$ cat src/rtl/xccela_ctrl_muxn_sw.sv
// rtl/xccela_ctrl_muxn_sw.sv - N:1 registered path selector with break-before-make switchover
module xccela_ctrl_muxn_sw #(
    parameter int               WIDTH    = 1,
    parameter int               NUM_IN   = 4,
    parameter int               SEL_W    = 2,
    parameter int               GAP      = 2,
    parameter logic [WIDTH-1:0] IDLE_VAL = '0,
    parameter int               RST_SEL  = 0
) (
    input  logic                    clk,
    input  logic                    reset_n,
    input  logic [NUM_IN*WIDTH-1:0] i_data,
    input  logic [SEL_W-1:0]        i_sel,
    input  logic                    i_sel_req,
    output logic [WIDTH-1:0]        o_data,
    output logic                    o_valid,
    output logic                    o_busy,
    output logic [SEL_W-1:0]        o_cur_sel,
    output logic                    o_sel_ack,
    output logic                    o_sel_err
);

    // Counter is at least one bit wide so GAP=0 builds still elaborate.
    localparam int GAP_W = (GAP > 0) ? $clog2(GAP + 1) : 1;
    localparam logic [SEL_W-1:0] RST_SEL_V = SEL_W'(RST_SEL);

    typedef enum logic {
        ST_ACTIVE = 1'b0,
        ST_GAP    = 1'b1
    } state_t;

    state_t             state,    nxt_state;
    logic [GAP_W-1:0]   gap_cnt,  nxt_cnt;
    logic [SEL_W-1:0]   pend_sel, nxt_pend;
    logic [SEL_W-1:0]   cur_sel,  nxt_cur;
    logic [WIDTH-1:0]   data_q,   nxt_data;
    logic               valid_q,  nxt_valid;
    logic               busy_q,   nxt_busy;
    logic               ack_q,    nxt_ack;
    logic               err_q,    nxt_err;
    logic               err_dly,  nxt_err_dly;
    logic               req_q;
    logic               req_edge;
    logic               sel_ok;

    // Channel lookup; out-of-range selects never reach here but fall back to IDLE_VAL.
    function automatic logic [WIDTH-1:0] pick(input logic [NUM_IN*WIDTH-1:0] d,
                                              input logic [SEL_W-1:0]        s);
        logic [WIDTH-1:0] r;
        r = IDLE_VAL;
        for (int k = 0; k < NUM_IN; k++) begin
            if (int'(s) == k) begin
                r = d[k*WIDTH +: WIDTH];
            end
        end
        return r;
    endfunction

    assign req_edge = i_sel_req & ~req_q;
    assign sel_ok   = (int'(i_sel) < NUM_IN);

    // Next-state and next-output decode for the switchover FSM.
    always_comb begin
        nxt_state   = state;
        nxt_cnt     = gap_cnt;
        nxt_pend    = pend_sel;
        nxt_cur     = cur_sel;
        nxt_data    = pick(i_data, cur_sel);
        nxt_valid   = 1'b1;
        nxt_busy    = 1'b0;
        nxt_ack     = 1'b0;
        nxt_err     = err_dly;
        nxt_err_dly = 1'b0;
        case (state)
            ST_ACTIVE: begin
                if (req_edge) begin
                    if (!sel_ok) begin
                        nxt_err = 1'b1;
                    end else if (i_sel == cur_sel) begin
                        nxt_ack = 1'b1;
                    end else if (GAP > 0) begin
                        nxt_state = ST_GAP;
                        nxt_cnt   = GAP_W'(GAP - 1);
                        nxt_pend  = i_sel;
                        nxt_data  = IDLE_VAL;
                        nxt_valid = 1'b0;
                        nxt_busy  = 1'b1;
                    end else begin
                        nxt_cur  = i_sel;
                        nxt_data = pick(i_data, i_sel);
                        nxt_ack  = 1'b1;
                    end
                end
            end
            ST_GAP: begin
                if (gap_cnt == '0) begin
                    nxt_state = ST_ACTIVE;
                    nxt_cur   = pend_sel;
                    nxt_data  = pick(i_data, pend_sel);
                    nxt_ack   = 1'b1;
                    // A reject landing on the completion edge is reported one
                    // cycle later so ack and err never coincide.
                    nxt_err_dly = req_edge;
                end else begin
                    nxt_cnt   = gap_cnt - 1'b1;
                    nxt_data  = IDLE_VAL;
                    nxt_valid = 1'b0;
                    nxt_busy  = 1'b1;
                    nxt_err   = req_edge;
                end
            end
            default: begin
                nxt_state = ST_ACTIVE;
            end
        endcase
    end

    // State and output registers; reset parks the pad path at IDLE_VAL.
    always_ff @(posedge clk or negedge reset_n) begin
        if (!reset_n) begin
            state    <= ST_ACTIVE;
            gap_cnt  <= '0;
            pend_sel <= RST_SEL_V;
            cur_sel  <= RST_SEL_V;
            data_q   <= IDLE_VAL;
            valid_q  <= 1'b0;
            busy_q   <= 1'b0;
            ack_q    <= 1'b0;
            err_q    <= 1'b0;
            err_dly  <= 1'b0;
            req_q    <= 1'b0;
        end else begin
            state    <= nxt_state;
            gap_cnt  <= nxt_cnt;
            pend_sel <= nxt_pend;
            cur_sel  <= nxt_cur;
            data_q   <= nxt_data;
            valid_q  <= nxt_valid;
            busy_q   <= nxt_busy;
            ack_q    <= nxt_ack;
            err_q    <= nxt_err;
            err_dly  <= nxt_err_dly;
            req_q    <= i_sel_req;
        end
    end

    assign o_data    = data_q;
    assign o_valid   = valid_q;
    assign o_busy    = busy_q;
    assign o_cur_sel = cur_sel;
    assign o_sel_ack = ack_q;
    assign o_sel_err = err_q;

endmodule
$ cat config.mk
export PLATFORM = sky130hd
export DESIGN_NAME = xccela_ctrl_muxn_sw
export DESIGN_NICKNAME = d
export VERILOG_FILES = /design/src/rtl/xccela_ctrl_muxn_sw.sv
export SDC_FILE = /design/constraint.sdc
export NUM_CORES = 1
export LEC_CHECK = 0
export ABC_AREA = 1
export CORE_MARGIN = 2
export CORE_UTILIZATION = 46
export CTS_CLUSTER_DIAMETER = 50
export CTS_CLUSTER_SIZE = 24
export DETAILED_ROUTE_END_ITERATION = 8
export PLACE_DENSITY = 0.83
export SLEW_MARGIN = 5
export SYNTH_ARGS = -nofsm -noshare
export SYNTH_HDL_FRONTEND = slang
export SYNTH_SLANG_ARGS = --single-unit
$ cat constraint.sdc
create_clock -name clk -period 1.3 [get_ports clk]
set_input_delay 0.13 -clock clk [delete_from_list [all_inputs] [get_ports clk]]
set_output_delay 0.13 -clock clk [all_outputs]
set_load 0.02 [all_outputs]
==> flow_summary.json <==
{
  "status": "completed",
  "hpwl_um": 893,
  "clkLatencyLatePin_ns": 0.27,
  "routed_via_density": 4.71,
  "dpl-instance-area_um2": 823,
  "place_congestion": 0.802,
  "num_rows": 13,
  "slew_headroom": 0.864,
  "path_delay_family": "flip-flops",
  "drc": 0,
  "ys_seq_area_frac": 0.509,
  "fin_tns_setup_ns": 0,
  "clkSlewWorstSetupHoldPaths_ns": 0.08,
  "maxCapViolCount": 0,
  "end_kind": "primary output",
  "clockBufferDepth": 2,
  "synth_nets": 90,
  "worstReg2RegEnd": "gap_cnt[1]$_DFFE_PN0P_",
  "diodes": 0,
  "stdcell_count": 116,
  "post-route-util": 0.646,
  "crit_required_ns": 1.17,
  "grt_pass1_wl_um": 1990,
  "clockRootBuffer": "clkbuf_4",
  "grtUsageTotal": 0.179,
  "drt_iter0_drc": 6,
  "grt_pass1_vias": 511,
  "initial_core_util": 0.491,
  "post-route-period-util": 0.913,
  "path_class": "flip-flop to primary output",
  "io_pins": 16,
  "cp_cell_sequence": "dlygate4sd2_1",
  "max_slew.worst_pin.slew_ns": 0.205,
  "r2r_start": "gap_cnt[0]$_DFFE_PN0P_",
  "die_area_um2": 1700,
  "syn_area_per_cell_um2": 7.99,
  "fillers": 111,
  "synth-seq-cells": 13,
  "reg2reg_slack_ns": 0.13,
  "die_h_um": 41.3,
  "grt_start_max_net_pins": 14,
  "synth_cell_type_count": 15,
  "cpPeakStageDelay_ns": 0.43,
  "layout_setup_ws_ns": 0.113,
  "rsz0062_at_grt": "false",
  "clock.fmax_ghz": 0.843,
  "h-tree-depth": 1,
  "slowest_stage": "dfrtp_1",
  "cellPowerDensity_nw_per_um2": 2000,
  "period_minus_slack_ns": 1.19,
  "drtAntennaViolNets": 0,
  "antenna_found_initial": 0,
  "vias": 546,
  "grt_overflow": 0,
  "place_ws_ns": 0.0613,
  "peakVddDrop_v": 0.000997,
  "hold_path.class": "primary input to async pin",
  "totalWireLength_um": 1080,
  "die_x_um": 41.3,
  "io_buffers": 15,
  "cp.arrival_ns": 1.06,
  "reg2reg_depth": 4,
  "drv_slew": 0,
  "netlist_area_um2": 639,
  "fin_area_um2": 841,
  "layout.nets": 112,
  "path_max_fanout": 5,
  "dr.pass1.iters": 4,
  "hold_ws_ns": 0.145,
  "hold_viol_final": 0,
  "synth_cells": 80,
  "skew_ns": 0.00871,
  "ctsHoldBuffers": 0,
  "cts_tree": "built",
  "routedWlPerCell_um": 9.31,
  "drive_gt1_frac": 0.158,
  "syn_to_final_growth_pct": 31.5,
  "setup_viol_count_final": 0,
  "clock_sinks": 13,
  "core_area_um2": 1300,
  "cts_setup_buffers": 0,
  "critPathLaunchType": "flip-flop",
  "numCtsBuffers": 3,
  "p_total_mw": 1.68,
  "place_inst": 112,
  "crit_buf_inv": 1,
  "p_leak_nw": 0.475,
  "yosys_warnings": 0
}
## cells in the mapped netlist
library cell / count / area share
nand2_1: 26 / 0.15
dfrtp_1: 13 / 0.51
inv_1: 13 / 0.076
nand3_1: 5 / 0.039
inv_2: 4 / 0.023
nand2_2: 4 / 0.039
o21ai_0: 3 / 0.023
o21ai_1: 3 / 0.023
nand2_4: 2 / 0.035
nor2_1: 2 / 0.012
a21oi_1: 1 / 0.0078
ha_1: 1 / 0.020
nor2_4: 1 / 0.018
o211ai_1: 1 / 0.012
or3_1: 1 / 0.0098
## report_power, final
group | switching (mW) | internal (mW)
clock | 0.122 | 0.119
combinational | 0.467 | 0.308
sequential | 0.108 | 0.554
## state kept, by name (all words and copies together), names as in the netlist
name,cells
req_q,1
o_cur_sel,2
gap_cnt,2
o_data,1
err_dly,1
o_sel_err,1
o_busy,1
pend_sel,2
o_valid,1
o_sel_ack,1
## logic make-up (layout without fill, tap and decap cells)
group                      after synthesis  in the layout  synth area share
DFF                                     13             13             0.509
AOI/OAI and AO/OA                        8              8            0.0665
and+or+nand+nor                         41             41             0.305
buffers and inverters                   17             38            0.0998
adders and majority gates                1              1            0.0196
## cell usage in the layout (no fill, tap or decap), types with 2 or more instances in the layout
cell and count:
inv_2 4, o21ai_0 2, nand3_1 5, clkbuf_4 3, nor2_1 2, nand2_1 26, dfrtp_1 13, inv_1 13
dlygate4sd2_1 7, clkdlybuf4s50_1 8, buf_4 2, nand2_4 2, nand2_2 4, o21ai_1 4
## worst max-delay path by stage
stage,depth (start not counted),start,end,slack (ns)
final,1,o_cur_sel[0]$_DFFE_PN0P_,o_cur_sel[0],0.11
after global routing,6,gap_cnt[0]$_DFFE_PN0P_,o_cur_sel[0]$_DFFE_PN0P_,0.03
after CTS,1,o_cur_sel[0]$_DFFE_PN0P_,o_cur_sel[0],0.11
after detailed placement,6,i_sel_req,gap_cnt[0]$_DFFE_PN0P_,0.06
after global placement,6,i_sel_req,gap_cnt[0]$_DFFE_PN0P_,0.09
after floorplan,4,gap_cnt[0]$_DFFE_PN0P_,gap_cnt[1]$_DFFE_PN0P_,0.20
## cell type report
type | count | area, um2 | area share
multi-input cells | 50 | 250 | 0.298
flip-flops and latches | 13 | 325 | 0.387
inverters | 17 | 63.8 | 0.0759
well taps | 15 | 18.8 | 0.0223
repair buffers | 17 | 156 | 0.186
clock buffers | 4 | 26.3 | 0.0313
## per-layer routing
metal  wire length (um)  share of wire  up-vias  track usage
met5                  0              0        -            0
met4                  0              0        0            0
met3                 61          0.056        0       0.0815
met2                518           0.48       11        0.289
met1                501           0.46      249        0.235
li1                   -              -      286            -
## repair_timing
action                     4_1_cts  5_1_grt
gates resized for setup          7        1
hold endpoints to repair         0        0
setup endpoints to repair        7        1
cloned                           0        0
(Power assumes the default switching activity.)
